`config.mk`:
```
export PLATFORM = sky130hd
export DESIGN_NAME = full_adder_flat
export DESIGN_NICKNAME = d
export VERILOG_FILES = /design/src/rtl/full_adder_pkg.sv /design/src/rtl/full_adder_if.sv /design/src/rtl/full_adder_mux2to1.sv /design/src/rtl/full_adder.sv /design/src/flat_wrapper.sv
export SDC_FILE = /design/constraint.sdc
export NUM_CORES = 1
export LEC_CHECK = 0
export CAP_MARGIN = 20
export CORE_MARGIN = 1.5
export CORE_UTILIZATION = 43
export CTS_CLUSTER_SIZE = 30
export DETAILED_ROUTE_END_ITERATION = 10
export GPL_TIMING_DRIVEN = 0
export PLACE_DENSITY = 0.84
export SYNTH_ARGS = -nofsm -noshare
export SYNTH_HDL_FRONTEND = slang
export SYNTH_HIERARCHICAL = 1
export SYNTH_SLANG_ARGS = --single-unit
```
`constraint.sdc`:
```
create_clock -name clk -period 1.64 [get_ports clk]
set_clock_uncertainty 0.15 [all_clocks]
set_input_delay 0.328 -clock clk [delete_from_list [all_inputs] [get_ports clk]]
set_output_delay 0.328 -clock clk [all_outputs]
set_load 0.02 [all_outputs]
```
`src/rtl/full_adder_pkg.sv`:
```
// Shared constants for the full_adder block.
package full_adder_pkg;

    // Default operand/result width of the adder.
    localparam int FA_WIDTH = 30;

endpackage

```
`src/rtl/full_adder_if.sv`:
```
// Operand/result bundle for full_adder.
//
// Handshake: the master presents a, b and add_one_en together with
// in_valid=1; each rising edge with in_valid=1 is one accepted operation.
// There is no ready/backpressure. One cycle later the slave raises
// out_valid for exactly one cycle while sum/cout carry that result; at all
// other times sum/cout hold the last result (or zero after reset).
interface full_adder_if
    import full_adder_pkg::*;
#(
    parameter int WIDTH = FA_WIDTH
);

    logic             in_valid;
    logic [WIDTH-1:0] a;
    logic [WIDTH-1:0] b;
    logic             add_one_en;
    logic [WIDTH-1:0] sum;
    logic             cout;
    logic             out_valid;

    // Producer of operands / consumer of results.
    modport master (
        output in_valid, a, b, add_one_en,
        input  sum, cout, out_valid
    );

    // The adder itself.
    modport slave (
        input  in_valid, a, b, add_one_en,
        output sum, cout, out_valid
    );

endinterface

```
`src/rtl/full_adder_mux2to1.sv`:
```
// One-bit 2:1 multiplexer, purely combinational: OUT = IN[SEL].
module mux2to1 (
    input  logic [1:0] IN,
    input  logic       SEL,
    output logic       OUT
);

    // Select one of the two inputs.
    always_comb begin
        OUT = IN[SEL];
    end

endmodule

```
`src/rtl/full_adder.sv`:
```
// Registered ripple-carry adder: {cout,sum} = a + b + add_one_en, one cycle
// after an in_valid sample. Only the output registers hold state.
module full_adder
    import full_adder_pkg::*;
#(
    parameter int WIDTH = FA_WIDTH
) (
    input  logic       clk,
    input  logic       rst_n,
    full_adder_if.slave bus
);

    logic             carry_in;
    logic [WIDTH-1:0] sum_bits;
    logic             carry_out;

    logic [WIDTH-1:0] sum_d, sum_q;
    logic             cout_d, cout_q;
    logic             out_valid_d, out_valid_q;

    // Carry-in selects constant 0 or 1 depending on add_one_en.
    mux2to1 u_cin_mux (
        .IN  ({1'b1, 1'b0}),
        .SEL (bus.add_one_en),
        .OUT (carry_in)
    );

    // Ripple chain: each cell keeps its own carry wire so the chain is a
    // set of distinct nets rather than one self-referencing vector.
    for (genvar j = 0; j < WIDTH; j++) begin : g_cell
        logic c_in;
        logic c_out;

        if (j == 0) begin : g_first
            assign c_in = carry_in;
        end else begin : g_rest
            assign c_in = g_cell[j-1].c_out;
        end

        assign sum_bits[j] = bus.a[j] ^ bus.b[j] ^ c_in;
        assign c_out       = (bus.a[j] & bus.b[j]) | (c_in & (bus.a[j] ^ bus.b[j]));
    end

    assign carry_out = g_cell[WIDTH-1].c_out;

    // Capture a new result on in_valid, otherwise hold and drop out_valid.
    always_comb begin
        sum_d       = sum_q;
        cout_d      = cout_q;
        out_valid_d = 1'b0;
        if (bus.in_valid) begin
            sum_d       = sum_bits;
            cout_d      = carry_out;
            out_valid_d = 1'b1;
        end
    end

    // Output registers; reset clears them immediately, discarding any result.
    always_ff @(posedge clk or negedge rst_n) begin
        if (!rst_n) begin
            sum_q       <= '0;
            cout_q      <= 1'b0;
            out_valid_q <= 1'b0;
        end else begin
            sum_q       <= sum_d;
            cout_q      <= cout_d;
            out_valid_q <= out_valid_d;
        end
    end

    assign bus.sum       = sum_q;
    assign bus.cout      = cout_q;
    assign bus.out_valid = out_valid_q;

endmodule

```
`src/flat_wrapper.sv`:
```
// flat-port wrapper written by rule: the top's interface ports become plain ports
module full_adder_flat import full_adder_pkg::*;
#(
    parameter int WIDTH = FA_WIDTH
)
  (clk, rst_n, bus_in_valid, bus_a, bus_b, bus_add_one_en, bus_sum, bus_cout, bus_out_valid);
  full_adder_if #(.WIDTH(WIDTH)) bus_i ();
  input  logic clk;
  input  logic rst_n;
  input wire logic [$bits(bus_i.in_valid)-1:0] bus_in_valid;
  input wire logic [$bits(bus_i.a)-1:0] bus_a;
  input wire logic [$bits(bus_i.b)-1:0] bus_b;
  input wire logic [$bits(bus_i.add_one_en)-1:0] bus_add_one_en;
  output wire logic [$bits(bus_i.sum)-1:0] bus_sum;
  output wire logic [$bits(bus_i.cout)-1:0] bus_cout;
  output wire logic [$bits(bus_i.out_valid)-1:0] bus_out_valid;
  assign bus_i.in_valid = bus_in_valid;
  assign bus_i.a = bus_a;
  assign bus_i.b = bus_b;
  assign bus_i.add_one_en = bus_add_one_en;
  assign bus_sum = bus_i.sum;
  assign bus_cout = bus_i.cout;
  assign bus_out_valid = bus_i.out_valid;
  full_adder #(.WIDTH(WIDTH)) u_core (.clk(clk), .rst_n(rst_n), .bus(bus_i));
endmodule
```
==> results of run 1 <==
metrics by stage:
stage               worst slack, ns  total power, W
detailed placement           -10.33         0.00235
CTS                           -9.73         0.00282
finish                        -9.71         0.00280
global placement             -10.21         0.00229
global route                  -9.93         0.00297
floorplan                     -9.51         0.00165
sequential cells by signal, indices dropped and copies added (netlist names):
| register | cells |
|---|---|
| u_core/bus.sum | 30 |
| u_core/bus.out_valid | 1 |
| u_core/bus.cout | 1 |
layer usage:
metal / vias to the layer above / wire, microns / share of wire, %
met5: - / 0 / 0
met4: 0 / 46 / 1.1
met2: 62 / 2100 / 52
li1: 550 / - / -
met1: 613 / 1500 / 37
met3: 6 / 416 / 10
repair_timing:
| action | in CTS | in global routing |
|---|---|---|
| endpoints found under the setup margin | 63 | 30 |
| gates resized for setup | 56 | 5 |
| hold buffers | 1 | 0 |
| hold endpoints to repair | 32 | 0 |
| setup buffers | 0 | 0 |
worst max path at each step:
| stage | endpoint | slack [ns] |
|---|---|---|
| final | u_core/bus.sum[29]$_DFFE_PN0P_ | -9.71 |
| after detailed placement | u_core/bus.sum[29]$_DFFE_PN0P_ | -10.33 |
| after global placement | u_core/bus.sum[29]$_DFFE_PN0P_ | -10.21 |
| after floorplan | u_core/bus.sum[29]$_DFFE_PN0P_ | -9.51 |
| after CTS | u_core/bus.sum[29]$_DFFE_PN0P_ | -9.73 |
| after global routing | u_core/bus.sum[29]$_DFFE_PN0P_ | -9.93 |
power breakdown:
group / total (W) / switching [W] / internal, W
clock network: 0.000523 / 0.000250 / 0.000273
registers: 0.00107 / 0.0000909 / 0.000980
logic: 0.00121 / 0.000567 / 0.000642
cells in the final DEF (no fill, tap or decap), types with 3 or more instances in the layout:
master	instances
buf_6	4
mux2_4	21
fa_2	29
inv_2	3
dfrtp_1	32
clkbuf_8	5
clkdlybuf4s50_1	59
inv_1	7
mux2i_1	3
mux2_2	8
dlygate4sd2_1	34
kinds of logic after synthesis:
group	synth area share, %
flip-flops	43.5
multiplexers	19.6
other	0.408
buffers and inverters	3.88
adder cells (fa/ha/maj)	32.6
area by class of cell:
| type | count | share of cell area (%) |
|---|---|---|
| inverters | 10 | 1.24 |
| repair buffers | 96 | 30.1 |
| clock buffers | 5 | 2.27 |
| flip-flops and latches | 32 | 26.4 |
| multi-input cells | 64 | 36.8 |
| plain buffers | 3 | 1.11 |
| well taps | 50 | 2.06 |
==> out/metrics.yaml, run 1 <==
status: "finished with violations"
violations: "setup timing"
grtUsageMet2_pct: 33.4
max_freq_ghz: 0.0881
syn_avg_cell_area_sq_um: 16.9
r2r_setup_slack_ns: 0.71
antenna_found_initial: 0
nFillCells: 251
synth_edf_count: 0
cp_num_buf_inv: 4
critPathCaptureType: "flip-flop"
dieArea_sq_um: 4680
numPortBuffers: 95
num_rows: 23
vias: 1231
timing.final.crit_share_pct: 692
arrival_ns: 11.39
ys.flop_type: "dfrtp_1"
drc: 0
min_path_type: "reg -> reg"
path_clk_slew_ns: 0.06
coreArea_sq_um: 4060
r2r-start: "u_core/bus.sum[15]$_DFFE_PN0P_"
pwr_density_cell_nw_per_um2: 924
cts_buffers: 5
rsz0062_at_grt: "true"
gr-total-overflow: 0
worst-path-stages: 36
yosysTopAreaCell: "dfrtp_1"
grt_max_degree: 33
routed_wl_microns: 4060
regArea_sq_um: 801
fp.dieW_microns: 68.4
clockBufferDepth: 2
fin_tns_setup_ns: -152.18
nNetsFinal: 306
synth_cell_types: 8
htreeDepth: 2
async_flop_share_pct: 100
vias_per_cell: 4.73
ios: 96
diodes: 0
leakage_nw: 1.33
critical-path-max-stage-delay_ns: 0.39
grt_util_met3_pct: 8.22
drive_gt1_share_pct: 33.8
stdcell_count: 260
cts-root-buf: "clkbuf_8"
whs_endpoint: "u_core/bus.sum[8]$_DFFE_PN0P_"
placed_cells: 254
path_common_cell: "fa_2"
tritoncts: "built"
synthTopCellsByArea: "dfrtp_1 (44%), fa_1 (33%), mux2_2 (17%)"
final.setup.worst_slack_ns: -9.71
fin_util_pct: 74.8
clk_latency_ns: 0.27
clock-sinks: 32
syn_nets: 203
fin_crit_ns: 11.35
gp_congestion: 0.740
relSlewSlack_pct: 54.1
finalSetupViolations: 30
vdd_drop_max_mv: 0.522
hold_path_depth: 1
worst_path_max_delay_cell: "fa_1"
ys_seq_elements: 32
slew_violations: 0
die_h_microns: 68.4
drv_cap: 0
hp-start: "u_core/bus.sum[8]$_DFFE_PN0P_"
gr-usage-all-layers_pct: 18.5
path_class: "in -> reg"
synth.most_common_cell: "dfrtp_1"
syn_area_sq_um: 1840
use_met1_pct: 19.6
start_kind: "input port"
cp_top_family: "adder cells"
yosysWarnings: 6
worstReg2RegEnd: "u_core/bus.sum[15]$_DFFE_PN0P_"
grt_pass1_wl_microns: 6170
tightest_slew_ns: 0.688
synthCells: 109
fin_area_sq_um: 3030
firstDrtPassIters: 2
syn_to_final_growth_pct: 64.9
cp_max_fo: 1
routedWlPerCell_microns: 15.6
dpl_cell_area_sq_um: 2920
grt_pass1_vias: 1389
place_hpwl_microns: 3310
drtAntennaViolNets: 0
hold_violations: 0
ff2ff_path_depth: 1
initialDrtViolationCount: 28
cp.required_ns: 1.68
yosys.area.top_type_share_pct: 43.5
yosysSeqAreaShare_pct: 43.5
grt-busiest-layer: "met2"
hold-worst-slack_ns: 0.348
start_util_pct: 45.4
synth_common_cells: "dfrtp_1 (32), fa_1 (30), mux2_2 (28)"
multi_input_area_sq_um: 1120
crit_start: "bus_add_one_en"
No activity file was read; power rests on OpenSTA's default activity.
==> run 2, diff against run 1 <==
- CORE_UTILIZATION: 43 -> 36
- PLACE_DENSITY: 0.84 -> 0.75
- REMOVE_ABC_BUFFERS: default -> 1
- clock period: 1.64 -> 9.8 ns (I/O delays scaled with it)
==> run 2 against run 1 <==
- the run still ends with setup timing left
- utilization down 11 points
- cell area up 0.62%
- count of clock-buffer cells in the layout up 1
- via count up 3.2%
- first-iteration DRC count up 36%
- non-clock buffer count down 3
- routed wire length up 7.4%
- die area up 19%
- register-to-register slack better by 8.2 ns
- sequential power down 83%
- critical endpoint unchanged
- largest power group unchanged
==> out/metrics.yaml, run 2 (synthesis gave the netlist of run 1 again) <==
status: "finished with violations"
violations: "setup timing"
start_util_pct: 38.2  # -7.2 points
path_clk_slew_ns: 0.06  # about the same
htreeDepth: 2  # unchanged
cp_max_fo: 1  # unchanged
dp_slack_ns: -5.22  # +5.11 ns
vias: 1270  # +3.2%
cp_num_buf_inv: 4  # unchanged
drive_gt1_share_pct: 34.8  # +0.95 points
hold_violations: 0  # unchanged
slew_violations: 0  # unchanged
fp.dieW_microns: 74.5  # +8.9%
gp_congestion: 0.770  # +4.0%
final_common_cell: "clkdlybuf4s50_1"
die_h_microns: 74.5  # +8.9%
num_rows: 25  # +8.7%
nFillCells: 396  # +58%
routed_wl_microns: 4360  # +7.4%
drtAntennaViolNets: 0  # unchanged
path_common_cell: "fa_2"
dieArea_sq_um: 5550  # +19%
place_hpwl_microns: 3490  # +5.5%
vias_per_cell: 4.58  # -3.2%
r2r-start: "u_core/bus.sum[14]$_DFFE_PN0P_"
mostFrequentLayoutCells: "clkdlybuf4s50_1 (91), dfrtp_1 (32), fa_2 (30), mux2_2 (22)"
cp.required_ns: 9.85  # +8.17 ns
p_sw_w: 0.000158  # -83%
p_sw_share_pct: 31.7  # -0.71 points
clock-sinks: 32  # unchanged
largest_reg_flops: 30  # unchanged
worst_path_max_delay_cell: "fa_2"
p_int_w: 0.000341  # -82%
clk_latency_ns: 0.28  # about the same
regArea_sq_um: 801  # unchanged
ios: 96  # unchanged
start_kind: "input port"
worstReg2RegEnd: "u_core/bus.sum[14]$_DFFE_PN0P_"
max_freq_ghz: 0.0769
cp_top_family: "adder cells"
clockBufferDepth: 2  # unchanged
fin_area_sq_um: 3050  # +0.62%
grt_pass1_wl_microns: 6700  # +8.6%
tightest_slew_ns: 0.849  # +0.161 ns
vdd_drop_max_mv: 0.0710  # -86%
whs_endpoint: "u_core/bus.sum[19]$_DFFE_PN0P_"
grt_max_degree: 33  # unchanged
clockPowerShare_pct: 20.7  # +2.0 points
timing.final.crit_share_pct: 133
drc: 0  # unchanged
p_comb_share_pct: 43.3  # +0.2 points
gr-usage-all-layers_pct: 16.6  # -1.9 points
numPortBuffers: 95  # unchanged
syn_to_final_growth_pct: 65.9
relSlewSlack_pct: 43.2  # -11 points
hold_path_depth: 1  # unchanged
drv_cap: 0  # unchanged
post_cts_buffers: 0  # unchanged
finalSetupViolations: 11  # -63%
rsz0062_at_grt: "true"
coreArea_sq_um: 4820  # +19%
cts-root-buf: "clkbuf_8"
cts_buffers: 5  # unchanged
critical-path-max-stage-delay_ns: 0.42  # +0.03 ns
diodes: 0  # unchanged
final.setup.worst_slack_ns: -3.21  # +6.50 ns
hold_buffers: 0  # -1
critPathCaptureType: "flip-flop"
hp-start: "u_core/bus.sum[19]$_DFFE_PN0P_"
seq_power_share_pct: 36.0  # -2.2 points
initialDrtViolationCount: 38  # +36%
arrival_ns: 13.06  # +1.67 ns
gr-total-overflow: 0  # unchanged
r2r_setup_slack_ns: 8.87  # +8.16 ns
nNetsFinal: 303  # -0.98%
pwr_density_cell_nw_per_um2: 164  # -82%
routedWlPerCell_microns: 15.7  # +0.80%
fin_crit_ns: 13.01
min_path_type: "reg -> reg"
ff2ff_path_depth: 1  # unchanged
antenna_found_initial: 0  # unchanged
leakage_nw: 1.23  # -7.5%
dpl_cell_area_sq_um: 2860  # -1.9%
firstDrtPassIters: 4  # +2
tritoncts: "built"
path_class: "in -> reg"
grt_pass1_vias: 1452  # +4.5%
multi_input_area_sq_um: 1070  # -4.5%
[run 2: cell count changes in the layout (fill, tap and decap cells not counted), sizes merged]
| cell | change |
|---|---|
| clkdlybuf4s50 | +32 |
| clkbuf | +1 |
| dlygate4sd2 | -32 |
| dlygate4sd3 | -1 |
| clkinv | +2 |
| buf | -2 |
[run 2: metrics by stage]
stage          setup TNS (ns)  utilization [%]  hold WS, ns  power [W]  cells
2_1_floorplan          -29.37                -        0.455   0.000270    106
4_1_cts                -21.00             63.3        0.360   0.000505    277
5_1_grt                -22.96             63.4        0.368   0.000528    277
3_3_place_gp           -39.69             59.0        0.338   0.000380    268
3_5_place_dp           -43.55             59.5        0.345   0.000390    269
6_report               -20.15             63.4        0.356   0.000500    277
[run 2: cell type report]
type / instances / area share [%]
clock buffer: 6 / 2.70
sequential: 32 / 26.2
timing repair buffer: 96 / 31.8
inverter: 10 / 1.23
tap: 67 / 2.75
clock inverter: 2 / 0.328
multi-input combinational: 64 / 34.9
[run 2: per-layer routing]
layer | up-vias | GRT usage [%] | part of all wire (%)
met5 | - | 0 | 0
met1 | 659 | 19.1 | 37
met3 | 7 | 3.93 | 8.6
li1 | 544 | - | -
met2 | 60 | 29.9 | 53
met4 | 0 | 6.67 | 1.4
[run 2: worst max-delay path by stage]
stage / start / endpoint / slack [ns] / cells after the start
6_report: bus_add_one_en / u_core/bus.sum[29]$_DFFE_PN0P_ / -3.21 / 36
4_1_cts: bus_add_one_en / u_core/bus.sum[29]$_DFFE_PN0P_ / -3.30 / 36
3_5_place_dp: bus_add_one_en / u_core/bus.sum[29]$_DFFE_PN0P_ / -5.22 / 36
3_3_place_gp: bus_add_one_en / u_core/bus.sum[29]$_DFFE_PN0P_ / -4.88 / 36
5_1_grt: bus_add_one_en / u_core/bus.sum[29]$_DFFE_PN0P_ / -3.53 / 36
2_1_floorplan: bus_add_one_en / u_core/bus.sum[29]$_DFFE_PN0P_ / -4.07 / 35
[run 2: timing repair]
| action | CTS | global route |
|---|---|---|
| resized for setup | 45 | 1 |
| pin swaps | 3 | 2 |
| endpoints found under the setup margin | 14 | 12 |
[run 2: power by group through the flow]
stage / clock network (W) / registers, W / logic [W]
finish: 0.000104 / 0.000180 / 0.000216
global route: 0.000111 / 0.000184 / 0.000233
CTS: 0.000107 / 0.000181 / 0.000218
detailed placement: 0 / 0.000183 / 0.000207
global placement: 0 / 0.000180 / 0.000200
floorplan: 0 / 0.000221 / 0.0000487
==> run 3, diff against run 2 <==
- CORE_UTILIZATION: 36 -> 53
- DONT_BUFFER_PORTS: default -> 1
- PLACE_DENSITY: 0.75 -> 0.69
- SKIP_CTS_REPAIR_TIMING: default -> 1
==> run 3 against run 2 <==
- utilization decreased by 2.7 points
- cell area decreased by 34%
- die area down 31%
- sequential share of layout area increased by 13 points
- worst setup slack better by 0.19 ns
- non-clock buffer count fell by 96
- highest routed layer unchanged
- count of clock-buffer cells in the layout up 1
- register-to-register slack worse by 0.12 ns
- global-route usage rose by 0.35 points
- worst hold slack better by 0.14 ns
- the run still ends with setup timing left
- combinational power decreased by 68%
- largest power group is now registers
==> out/metrics.yaml, run 3 (synthesis gave the netlist of run 1 again) <==
dpl_cell_area_sq_um: 1860  # -35%
max_freq_ghz: 0.0780  # +1.5%
largest_reg_flops: 30  # unchanged
ios: 96  # unchanged
nNetsFinal: 207  # -32%
drv_cap: 0  # unchanged
worst_path_max_delay_cell: "fa_2"
p_comb_share_pct: 18.2  # -25 points
clock-sinks: 32  # unchanged
fin_crit_ns: 12.82  # -0.190 ns
cp.required_ns: 9.91  # +0.06 ns
drc: 0  # unchanged
numPortBuffers: 0  # -100%
hold_violations: 0  # unchanged
grt_pass1_vias: 918  # -37%
tritoncts: "built"
clockPowerShare_pct: 22.1  # +1.4 points
drive_gt1_share_pct: 61.1  # +26 points
regArea_sq_um: 801  # unchanged
path_class: "in -> reg"
coreArea_sq_um: 3340  # -31%
p_int_w: 0.000249  # -27%
arrival_ns: 12.93  # -0.13 ns
multi_input_area_sq_um: 1060  # -0.35%
final_common_cell: "dfrtp_1"
dieArea_sq_um: 3840  # -31%
start_kind: "input port"
grt_max_degree: 33  # unchanged
hold-worst-slack_ns: 0.499  # +0.143 ns
rsz0062_at_grt: "true"
gr-usage-all-layers_pct: 17.0  # +0.35 points
fin_area_sq_um: 2020  # -34%
p_sw_share_pct: 34.2  # +2.6 points
path_clk_slew_ns: 0.10  # +0.04 ns
leakage_nw: 0.820  # -33%
cp_num_buf_inv: 3  # -1
critPathCaptureType: "flip-flop"
grt_pass1_wl_microns: 4420  # -34%
slew_violations: 0  # unchanged
p_sw_w: 0.000130  # -18%
placed_cells: 152  # -43%
timing.final.crit_share_pct: 131  # -1.9 points
num_rows: 21  # -16%
nFillCells: 281  # -29%
fp.dieW_microns: 61.9  # -17%
cp_top_family: "adder cells"
status: "finished with violations"
die_h_microns: 61.9  # -17%
firstDrtPassIters: 4  # unchanged
place_hpwl_microns: 2450  # -30%
finalSetupViolations: 10  # -1
drtAntennaViolNets: 0  # unchanged
start_util_pct: 55.2  # +17 points
violations: "setup timing"
antenna_found_initial: 0  # unchanged
clockBufferDepth: 2  # unchanged
gp_congestion: 0.652  # -15%
seq_power_share_pct: 59.7  # +24 points
cts_buffers: 5  # unchanged
vias_per_cell: 5.41  # +18%
clk_latency_ns: 0.33  # +0.05 ns
mostFrequentLayoutCells: "dfrtp_1 (32), fa_2 (30), mux2_2 (23), inv_1 (7), mux2_4 (6)"
fin_util_pct: 60.6  # -2.7 points
path_common_cell: "fa_2"
pwr_density_cell_nw_per_um2: 187  # +14%
cts-root-buf: "clkbuf_4"
final.setup.worst_slack_ns: -3.02  # +0.190 ns
gr-total-overflow: 0  # unchanged
stdcell_count: 159  # -43%
initialDrtViolationCount: 20  # -47%
dp_slack_ns: -4.65  # +0.564 ns
htreeDepth: 2  # unchanged
min_path_type: "reg -> reg"
diodes: 0  # unchanged
syn_to_final_growth_pct: 9.93
vias: 860  # -32%
critical-path-max-stage-delay_ns: 0.41  # about the same
routedWlPerCell_microns: 20.1  # +28%
vdd_drop_max_mv: 0.0734  # +3.3%
cp_max_fo: 1  # unchanged
routed_wl_microns: 3200  # -27%
## run 3: cell count changes in the layout (fill, tap and decap cells not counted), sizes merged
| cell | before | now |
|---|---|---|
| buf | 3 | 0 |
| clkbuf | 6 | 7 |
| clkdlybuf4s50 | 91 | 0 |
| clkinv | 2 | 0 |
| dlygate4sd2 | 2 | 0 |
## run 3: stage by stage
stage,total power [W],setup TNS (ns)
after floorplan,0.000270,-29.37
after global placement,0.000282,-33.64
after detailed placement,0.000291,-35.71
after CTS,0.000375,-31.04
after global routing,0.000404,-20.27
final,0.000379,-18.20
## run 3: worst paths after layout
path | startpoint | slack [ns] | endpoint | cells after the start
worst max-delay path | bus_add_one_en | -3.02 | u_core/bus.sum[29]$_DFFE_PN0P_ | 35
worst min-delay path | u_core/bus.cout$_DFFE_PN0P_ | 0.50 | u_core/bus.cout$_DFFE_PN0P_ | 2
worst max register to register | u_core/bus.sum[13]$_DFFE_PN0P_ | 8.75 | u_core/bus.sum[13]$_DFFE_PN0P_ | 1
worst min register to register | u_core/bus.cout$_DFFE_PN0P_ | 0.50 | u_core/bus.cout$_DFFE_PN0P_ | 2
max in group asynchronous | rst_n | 8.26 | u_core/bus.sum[18]$_DFFE_PN0P_ | 0
min in group asynchronous | rst_n | 1.16 | u_core/bus.sum[5]$_DFFE_PN0P_ | 0
## run 3: power groups by stage
stage	registers (W)	clock network [W]	logic [W]
final	0.000226	0.0000836	0.0000690
after global routing	0.000232	0.0000931	0.0000786
after CTS	0.000227	0.0000866	0.0000616
after detailed placement	0.000229	0	0.0000615
after global placement	0.000227	0	0.0000549
after floorplan	0.000221	0	0.0000487
## run 3: layout make-up
type	count	share of cell area, %
Inverter	10	1.86
Clock buffer	7	3.22
Multi-Input combinational cell	64	52.5
Tap cell	46	2.84
Sequential cell	32	39.6
## run 3: layer usage
metal	GRT usage (%)	up-vias	routed length (microns)
li1	-	353	-
met1	18.3	450	1050
met2	28.4	52	1790
met3	8.90	5	313
met4	6.38	0	42
met5	0	-	0
## run 3: tightest hold or removal path, stage by stage (launching register included)
cell and delay (ns):
dfrtp_1 0.47, inv_1 0.08, mux2i_1 0.06
